File: config.mk
export PLATFORM = sky130hd
export DESIGN_NAME = coin_acceptor
export DESIGN_NICKNAME = d
export VERILOG_FILES = /design/src/rtl/coin_acceptor.sv
export SDC_FILE = /design/constraint.sdc
export NUM_CORES = 1
export LEC_CHECK = 0
export CAP_MARGIN = 20
export CORE_UTILIZATION = 40
export CTS_CLUSTER_DIAMETER = 80
export CTS_CLUSTER_SIZE = 16
export DETAILED_ROUTE_END_ITERATION = 10
export GPL_ROUTABILITY_DRIVEN = 0
export GPL_TIMING_DRIVEN = 1
export HOLD_SLACK_MARGIN = 0.05
export PLACE_DENSITY = 0.7
export SETUP_SLACK_MARGIN = 0.02
export SLEW_MARGIN = 25
export SYNTH_ARGS = -nofsm -noshare
export SYNTH_HDL_FRONTEND = slang
export SYNTH_SLANG_ARGS = --single-unit
File: constraint.sdc
create_clock -name clk -period 3.5 [get_ports clk]
set_input_delay 0.35 -clock clk [delete_from_list [all_inputs] [get_ports clk]]
set_output_delay 0.35 -clock clk [all_outputs]
set_load 0.01 [all_outputs]
File: src/rtl/coin_acceptor.sv
// coin_acceptor: synchronises and debounces three raw coin sensors, classifies
// rising-edge coin events, and queues accepted coins as one-hot codes that
// are handed downstream over a valid/ready handshake.
module coin_acceptor #(
  parameter int unsigned DEBOUNCE_CYCLES = 4,
  parameter int unsigned FIFO_DEPTH      = 4,
  parameter int unsigned CNT_W           = 3
) (
  input  logic             clk,
  input  logic             rst,
  input  logic             enable,
  input  logic [2:0]       coin_sense,
  input  logic             coin_ready,
  output logic [2:0]       coin_code,
  output logic             coin_valid,
  output logic             coin_accept,
  output logic             coin_reject,
  output logic [CNT_W-1:0] fifo_count
);

  localparam int unsigned NLINES = 3;
  localparam int unsigned DB_W   = 8;
  localparam int unsigned PTR_W  = (FIFO_DEPTH > 1) ? $clog2(FIFO_DEPTH) : 1;

  // Synchroniser, debounce and edge-history state
  logic [NLINES-1:0] sync1;
  logic [NLINES-1:0] sync2;
  logic [NLINES-1:0] level;
  logic [NLINES-1:0] level_prev;
  logic [NLINES-1:0] level_nxt;
  logic [DB_W-1:0]   db_cnt     [NLINES];
  logic [DB_W-1:0]   db_cnt_nxt [NLINES];

  // Queue state
  logic [2:0]        mem [FIFO_DEPTH];
  logic [PTR_W-1:0]  wptr;
  logic [PTR_W-1:0]  rptr;
  logic [CNT_W-1:0]  count;

  // Classification results for the current cycle
  logic [NLINES-1:0] evt;
  logic              evt_any;
  logic              evt_single;
  logic              q_full;
  logic              pop;
  logic              push;
  logic              refuse;

  // Two-flop synchroniser for the asynchronous sensor lines
  always_ff @(posedge clk) begin
    if (!rst) begin
      sync1 <= '0;
      sync2 <= '0;
    end else begin
      sync1 <= coin_sense;
      sync2 <= sync1;
    end
  end

  // Debounce next-state: a line flips only after DEBOUNCE_CYCLES disagreeing samples in a row
  always_comb begin
    level_nxt = level;
    for (int i = 0; i < int'(NLINES); i++) begin
      db_cnt_nxt[i] = '0;
      if (sync2[i] != level[i]) begin
        if (db_cnt[i] == DB_W'(DEBOUNCE_CYCLES - 1)) begin
          level_nxt[i]  = sync2[i];
          db_cnt_nxt[i] = '0;
        end else begin
          db_cnt_nxt[i] = db_cnt[i] + DB_W'(1);
        end
      end
    end
  end

  // Debounce and edge-history registers
  always_ff @(posedge clk) begin
    if (!rst) begin
      level      <= '0;
      level_prev <= '0;
      for (int i = 0; i < int'(NLINES); i++) begin
        db_cnt[i] <= '0;
      end
    end else begin
      level      <= level_nxt;
      level_prev <= level;
      for (int i = 0; i < int'(NLINES); i++) begin
        db_cnt[i] <= db_cnt_nxt[i];
      end
    end
  end

  // Head of queue is visible combinationally from registered state
  always_comb begin
    coin_valid = (count != '0);
    coin_code  = coin_valid ? mem[rptr] : 3'b000;
    fifo_count = count;
  end

  // Event classification: only a lone coin on an enabled block with room is queued
  always_comb begin
    evt        = level & ~level_prev;
    evt_any    = (evt != '0);
    evt_single = $onehot(evt);
    q_full     = (count == CNT_W'(FIFO_DEPTH));
    pop        = coin_valid && coin_ready;
    push       = evt_single && enable && (!q_full || pop);
    refuse     = evt_any && !push;
  end

  // Accept/reject pulses, one cycle each and mutually exclusive by construction
  always_ff @(posedge clk) begin
    if (!rst) begin
      coin_accept <= 1'b0;
      coin_reject <= 1'b0;
    end else begin
      coin_accept <= push;
      coin_reject <= refuse;
    end
  end

  // Circular buffer storage and pointers; pointers wrap naturally at FIFO_DEPTH
  always_ff @(posedge clk) begin
    if (!rst) begin
      wptr <= '0;
      rptr <= '0;
      for (int i = 0; i < int'(FIFO_DEPTH); i++) begin
        mem[i] <= 3'b000;
      end
    end else begin
      if (push) begin
        mem[wptr] <= evt;
        wptr      <= wptr + PTR_W'(1);
      end
      if (pop) begin
        rptr <= rptr + PTR_W'(1);
      end
    end
  end

  // Occupancy tracks push/pop at the same edge; simultaneous push and pop leaves it unchanged
  always_ff @(posedge clk) begin
    if (!rst) begin
      count <= '0;
    end else begin
      case ({push, pop})
        2'b10:   count <= count + CNT_W'(1);
        2'b01:   count <= count - CNT_W'(1);
        default: count <= count;
      endcase
    end
  end

endmodule
Yosys cells after proc, flatten, opt, wreduce, memory -nomap -nowiden:

Memories as Yosys holds them, arrays and structs flattened. A register that Yosys moved wholly into a read port is not among the register bits.
Cells that the tools add are included.

* bits in writable memories: 36
* flip-flop bits (word level): 21
* memories: 2
* output and inout port bits: 9

Memory list
* db_cnt: depth 3, bits a word 8, rd ports 3, clocked after memory_dff 0, write ports 3, RTL line 31 `logic [DB_W-1:0] db_cnt [NLINES];`
* mem: depth 4, bits a word 3, rd ports 1, clocked after memory_dff 1, write ports 4, RTL line 35 `logic [2:0] mem [FIFO_DEPTH];`

* add/subtract/negate cells: 9
* reduce and logical (&&, ||, !) cells: 14
* bitwise gates (word level): 5
* mux-type cells: 21
* equal/unequal tests: 10

Operator list (number)
* 8-bit two-way mux: 9
* 8-bit by 1-bit adder with 8-bit output (second input constant): 3
* 8-bit by 2-bit == test with 1-bit output (second input constant): 3
* 1-bit two-way mux: 6
* 2-bit two-way mux: 3
* 3-bit two-way mux: 2
* 3-bit case mux with 2 select lines: 1
* 2-bit AND reduction: 3
* 3-bit nonzero test: 2
* 2-bit by 1-bit adder with 2-bit output (second input constant): 2
* 2-bit by 1-bit == test with 1-bit output (second input constant): 2
* 1-bit logical AND: 4
* 3-bit by 1-bit adder with 3-bit output (second input constant): 1
* 3-bit bitwise AND: 1
* 3-bit == test (second input constant): 1
* 1-bit inequality test: 3
* 3-bit inverter: 1
* 1-bit bitwise OR: 3
* 3-bit OR reduction: 1
* 3-bit by 1-bit subtractor with 3-bit output (second input constant): 1
* 1-bit by 1-bit adder with 2-bit output: 1
* 2-bit by 1-bit adder with 2-bit output: 1
* 2-bit == test (second input constant): 1
* 1-bit zero test: 2
* 2 further kinds: 2

Longest topological paths before layout:

Gate-level depths: netlist of the first run.

* depth in word-level cells: 12
* gate-level depth with buffers: 13
* depth with buffers taken out: 12

Worst setup path before layout of the first run:

OpenSTA, ideal clock, no wires.

* kind: flip-flop to flip-flop
* start: reg level[2]
* end: reg count[2] (netlist: fifo_count[2])
* stages on the path, launching flop included: 14
* setup slack: 746 ps
* clock period less this slack: 2754 ps
* arrival time: 2684 ps
* cells stage by stage: dfxtp_1 -> inv_1 -> o21ai_0 -> nand2_1 -> ha_1 -> nand3b_1 -> or3_1 -> buf_4 -> ha_1 -> inv_1 -> fa_1 -> xor2_1 -> or3_1 -> a21oi_1

* cells in the longest elaborated chain, start to end: 7

RTL lines
* from (decl): RTL line 28 `logic [NLINES-1:0] level;`
* from (signal assigned): RTL line 85 `level <= level_nxt;`
* 3-bit bitwise AND *: RTL line 102 `evt = level & ~level_prev;`
* 2-bit by 1-bit adder with 2-bit output (not written as such) *: RTL line 104 `evt_single = $onehot(evt);`
* 2-bit by 1-bit == test with 1-bit output *: RTL line 104
* 1-bit logical AND * (2 in series): RTL line 107 `push = evt_single && enable && (!q_full || pop);`
* 2-bit by 1-bit == test with 1-bit output / 2-bit == test (equally long branches): RTL line 146 `case ({push, pop})`
* 3-bit case mux with 2 select lines / 2-bit nonzero test (equally long branches)
* to (signal assigned): RTL line 147 `2'b10: count <= count + CNT_W'(1);`
* to (signal assigned): RTL line 148 `2'b01: count <= count - CNT_W'(1);`
* to (signal assigned): RTL line 149 `default: count <= count;`
* to (decl): RTL line 38 `logic [CNT_W-1:0] count;`

Mark *: on every way between the ends. The rest lies on a longest branch, timed or not.
A chain may end at the register's enable or synchronous reset.

Worst setup path after layout of the first run:

* start: reg level[0]
* end: reg count[2] (netlist: fifo_count[2])

* cells in the longest elaborated chain, start to end: 8

RTL lines (RTL line)
* 3-bit bitwise AND *: 102
* 1-bit by 1-bit adder with 2-bit output (not written as such) *: 104
* 2-bit by 1-bit adder with 2-bit output (not written as such) *: 104
* 2-bit by 1-bit == test with 1-bit output *: 104
* 1-bit logical AND * (2 in series): 107
* 2-bit by 1-bit == test with 1-bit output / 2-bit == test (equally long branches): 146
* 3-bit case mux with 2 select lines / 2-bit nonzero test (equally long branches)

Marks and branches as above.

==> out/metrics.yaml, run 1 <==
placement:
  placed_cells: 338
  io_buffers: 15
  hpwl_microns: 2820
routing:
  vias_per_cell: 5.16
  drc: 0
  drt-total-wl_microns: 4030
  top_layer_used: "met4"
  met1_length_microns: 1900
  first_iter_violations: 82
  vias: 1828
  first_pass_iters: 4
  wl_met3_microns: 156
  dr_wl_met2_microns: 1860
  ant_nets: 0
  avgRoutedWirePerCell_microns: 11.4
sta:
  hold_viol_final: 0
  final.min_clock_period_ps: 3170
  worstMarginPinSlew_ps: 637
  setup_viol: 0
  slew_viol_final: 0
  rsz0062_at_grt: "false"
  finClkSkew_ps: 6.93
  finalCritPeriodShare_pct: 90.5
  tns_ps: 0
  whs_ps: 424
  slew_headroom_pct: 57.2
  fmax_mhz: 316
floorplanning:
  dieArea_sq_mm: 0.00652
  fp.dieW_microns: 80.7
  start_util_pct: 41.6
  io_pins: 16
  rows: 28
  die_h_microns: 80.7
  fp.coreArea_sq_mm: 0.00596
hold_path:
  hold_class: "flop to flop"
clock_tree:
  clock_sinks: 59
  ctsResizeCount: 0
  worstSkewPairLatency_ps: 330
  path_clk_slew_ps: 60
  cts_max_path_buffers: 2
  cts_max_level: 3
  cts_buffers: 9
  ctsHoldBuffers: 0
  post_cts_buffers: 0
  cts_tree: "yes"
  clockRootBuffer: "clkbuf_8"
worst_setup_path:
  crit_arrival_ps: 3430
  critPathKind: "flop to flop"
  cp-end-kind: "flop"
  worstPathMaxFanout: 10
  required_ps: 3760
  critical_path.startpoint_type: "flop"
yosys:
  ys_seq_area_share_pct: 52.5
  synth_edf_count: 12
  synth_ff_type: "dfxtp_1"
  yosys_warnings: 0
  synth_cell_types: 37
  syn_area_sq_mm: 0.00248
  synth_area_per_cell_sq_um: 9.76
  synthesis.nets: 267
  ys_ff_latch: 59
  netlist_instances: 254
  async_flop_share_pct: 0
grt:
  grt_max_degree: 23
  grt_first_pass_wirelength_microns: 6920
  grt.total_usage_pct: 14.5
  grt-ovfl-total: 0
  antenna_found_initial: 0
  grt_pass1_vias: 1626
power_and_ir_drop:
  p_sw_w: 0.000260
  clkPwrFrac_pct: 44.6
  swShare_pct: 19.7
  cellPowerDensity_mw_per_mm2: 457
  p_leak_nw: 0.990
  combPwrFrac_pct: 2.0
  seqPwrFrac_pct: 53.4
  vdd_drop_max_mv: 0.206
  p_int_w: 0.00106
layout:
  nNetsFinal: 287
  syn2layout_area_growth_pct: 16.5
  utilization_pct: 48.5
  fin_cells: 354
  drive_gt1_share_pct: 7.89
  final_cell_mix: "47 x dfxtp_1, 26 x nor2_1, 18 x o21ai_0"
  layout_commonest_cell: "dfxtp_1"
  antenna_cells: 0
status:
  run_status: "completed"
run:
  drv_cap: 0
==> registers in the layout (all words and copies together) (netlist names), 3 cells and up, named ones only <==
register    flops
level           3
db_cnt         24
sync1           3
level_prev      3
mem            12
sync2           3
fifo_count      3
==> critical path: stages (launching register included) <==
cell and delay, ps:
dfxtp_1 390, inv_1 70, o21ai_0 470, nand2_1 110, ha_1 320, nand3b_1 130
or3_1 330, ha_1 250, inv_1 60, fa_1 370, xor2_1 150, or3_1 300
a21oi_1 150
==> stage by stage <==
| step | setup slack, ps | power [W] | cell area [sq um] |
|---|---|---|---|
| 2_1_floorplan | 746 | 0.000735 | 2480 |
| 3_3_place_gp | 511 | 0.000747 | 2700 |
| 3_5_place_dp | 355 | 0.000748 | 2700 |
| 4_1_cts | 348 | 0.00134 | 2890 |
| 5_1_grt | 82.5 | 0.00137 | 2890 |
| 6_report | 334 | 0.00132 | 2890 |
==> cells in the mapped netlist, types with 2 or more instances <==
cell | count | share of area, %
or3_1 | 17 | 4.3
inv_1 | 17 | 2.6
mux4_2 | 3 | 2.7
o21ai_0 | 18 | 3.6
or4_4 | 2 | 0.91
a21oi_1 | 17 | 3.4
clkbuf_1 | 4 | 0.61
o211ai_1 | 3 | 0.91
xnor2_1 | 3 | 1.1
nor2b_1 | 6 | 1.5
or3b_2 | 2 | 0.71
nand4_1 | 3 | 0.76
nand3_1 | 11 | 2.2
and2_1 | 7 | 1.8
nor4_1 | 3 | 0.76
nor3_1 | 7 | 1.4
nand2_1 | 14 | 2.1
edfxtp_1 | 12 | 15
ha_1 | 5 | 2.5
nor2_1 | 26 | 3.9
xor2_1 | 12 | 4.2
dfxtp_1 | 47 | 38
==> path summary, 6_finish.rpt <==
check / start / endpoint / slack, ps / cells after the start
max: level[0] / fifo_count[2] / 330 / 12
max reg2reg: level[0] / fifo_count[2] / 330 / 12
min reg2reg: sync1[0] / sync2[0] / 420 / 1
min: sync1[0] / sync2[0] / 420 / 1
==> power groups by stage <==
stage                logic, W  registers [W]  clock network (W)
detailed placement  0.0000272       0.000720                  0
finish              0.0000266       0.000705           0.000588
global placement    0.0000269       0.000720                  0
CTS                 0.0000274       0.000705           0.000603
floorplan           0.0000158       0.000719                  0
global route        0.0000299       0.000706           0.000636
==> layer usage <==
layer,GRT usage (%),vias to the layer above
met5,0,-
met4,11.3,0
met3,3.86,9
met2,23.1,36
met1,16.6,855
li1,-,928
==> area by class of cell <==
type / count / area (sq um)
clock buffer: 13 / 149
clock inverter: 3 / 40.0
fill: 575 / 3070
inverter: 17 / 63.8
multi-input combinational: 171 / 1080
sequential: 59 / 1300
tap: 75 / 93.8
timing repair buffer: 16 / 158
==> cell families after synthesis <==
group | synth area share (%)
AND/OR/NAND/NOR | 22.5
flip-flops | 52.5
AO/OA/AOI/OAI | 9.39
buffers and inverters | 3.84
XOR/XNOR | 5.30
adder cells (fa/ha/maj) | 3.33
multiplexers | 3.13
No activity file was read; power rests on OpenSTA's default activity.
==> run 2, diff against run 1 <==
Settings changed: REMOVE_ABC_BUFFERS from default to 1.
Clock period 3.5 ns to 3.8 ns, I/O delays scaled along.
==> out/metrics.yaml, run 2 (synthesized netlist as in run 1, its figures left out) <==
routing:
  ant_nets: 0
  vias_per_cell: 4.98
  first_iter_violations: 146
  first_pass_iters: 4
  avgRoutedWirePerCell_microns: 11.6
  vias: 1762
  drc: 0
  drt-total-wl_microns: 4110
clock_tree:
  ctsHoldBuffers: 0
  cts_max_path_buffers: 2
  worstSkewPairLatency_ps: 340
  cts_max_level: 3
  clock_sinks: 59
  ctsResizeCount: 0
  post_cts_buffers: 0
  cts_tree: "yes"
  cts_buffers: 9
  path_clk_slew_ps: 60
  clockRootBuffer: "clkbuf_8"
worst_setup_path:
  crit_arrival_ps: 3410
  reg2reg_slack_ps: 650
  cp.depth: 12
  critical_path.startpoint_type: "flop"
  cp_slowest_stage_delay_ps: 450
  required_ps: 4060
  reg2reg_from: "level[0]"
  worst_path_max_delay_cell: "o21ai_0"
  startpoint: "level[0]"
  path_cells: "inv_1, o21ai_0, nand2_1, ha_1, nand3b_1, or3_1, ha_1, inv_1, fa_1, xor2_1, or3_1, a21oi_1"
  cp-end-kind: "flop"
  critPathKind: "flop to flop"
  crit_family: "adder cells"
  worstPathMaxFanout: 10
  crit_end: "fifo_count[2]"
  r2r-end: "fifo_count[2]"
  r2r_cells: 12
  crit_buf_inv: 2
placement:
  hpwl_microns: 2840
  io_buffers: 15
  place_area_sq_mm: 0.00270
  dp_slack_ps: 679
  placed_cells: 338
layout:
  reg_top3: "db_cnt: 24 flops, mem: 12 flops"
  drive_gt1_share_pct: 7.53
  final_cell_mix: "47 x dfxtp_1, 26 x nor2_1, 18 x o21ai_0"
  layout_commonest_cell: "dfxtp_1"
  antenna_cells: 0
  fill_cells: 577
  utilization_pct: 48.3
  post-route-cell-area_sq_mm: 0.00288
  largest_reg_flops: 24
  syn2layout_area_growth_pct: 16.1
  fin_cells: 354
  largest-register: "db_cnt"
  nNetsFinal: 287
floorplanning:
  die_h_microns: 80.7
  start_util_pct: 41.6
  io_pins: 16
  fp.dieW_microns: 80.7
  fp.coreArea_sq_mm: 0.00596
  dieArea_sq_mm: 0.00652
  rows: 28
hold_path:
  holdCritStartpoint: "sync1[2]"
  hold_class: "flop to flop"
sta:
  finalCritPeriodShare_pct: 82.9
  slew_headroom_pct: 59.4
  tns_ps: 0
  slew_viol_final: 0
  finClkSkew_ps: 6.14
  fin_ws_ps: 651
  hold_viol_final: 0
  worstMarginPinSlew_ps: 600
  setup_viol: 0
  rsz0062_at_grt: "false"
  final.min_clock_period_ps: 3150
  fmax_mhz: 318
status:
  run_status: "completed"
grt:
  grt_pass1_vias: 1631
  grt_first_pass_wirelength_microns: 7000
  antenna_found_initial: 0
  grt-ovfl-total: 0
  grt_max_degree: 23
  grt.total_usage_pct: 14.7
power_and_ir_drop:
  cellPowerDensity_mw_per_mm2: 418
  p_leak_nw: 0.984
  vdd_drop_max_mv: 0.190
run:
  drv_cap: 0
## run 2: changes by cell type in the layout (fill, tap and decap cells not counted)
cell	change
clkbuf_1	+1
clkbuf_8	-1
## run 2: worst register-to-register path, cell delays in order, from the launching register on
cell and delay (ps):
dfxtp_1 390, inv_1 70, o21ai_0 450, nand2_1 110, ha_1 310, nand3b_1 130, or3_1 350, ha_1 250
inv_1 60, fa_1 370, xor2_1 160, or3_1 310, a21oi_1 140
## run 2: worst min path at each step
stage,to,slack [ps],cells after the start
6_report,sync2[2],430,1
3_3_place_gp,sync2[0],420,1
2_1_floorplan,sync2[0],410,1
3_5_place_dp,sync2[1],420,1
5_1_grt,sync2[0],460,1
4_1_cts,sync2[2],430,1
## run 2: routing by layer
layer  vias to the layer above  wire length [microns]  track usage (%)
li1                        934                      -                -
met1                       791                   2000             16.7
met2                        28                   1830             23.4
met3                         9                    166             4.77
met4                         0                    113             10.2
met5                         -                      0                0
## run 2: per-stage QoR
| stage | hold slack, ps | power (W) |
|---|---|---|
| finish | 431 | 0.00120 |
| global route | 456 | 0.00125 |
| CTS | 432 | 0.00122 |
| detailed placement | 422 | 0.000689 |
| global placement | 418 | 0.000688 |
| floorplan | 412 | 0.000674 |
## run 2: layout make-up
cell class / count / area, sq um / area share [%]
flip-flops and latches: 59 / 1300 / 45.2
well taps: 75 / 93.8 / 3.26
clock buffers: 13 / 139 / 4.83
inverters: 17 / 63.8 / 2.22
clock inverters: 3 / 40.0 / 1.39
multi-input cells: 171 / 1080 / 37.6
repair buffers: 16 / 158 / 5.48
## run 2: where the power goes
| part | switching (W) | internal, W | total [W] |
|---|---|---|---|
| combinational | 0.0000133 | 0.0000117 | 0.0000250 |
| clock | 0.000226 | 0.000301 | 0.000528 |
| sequential | 0.00000330 | 0.000646 | 0.000650 |
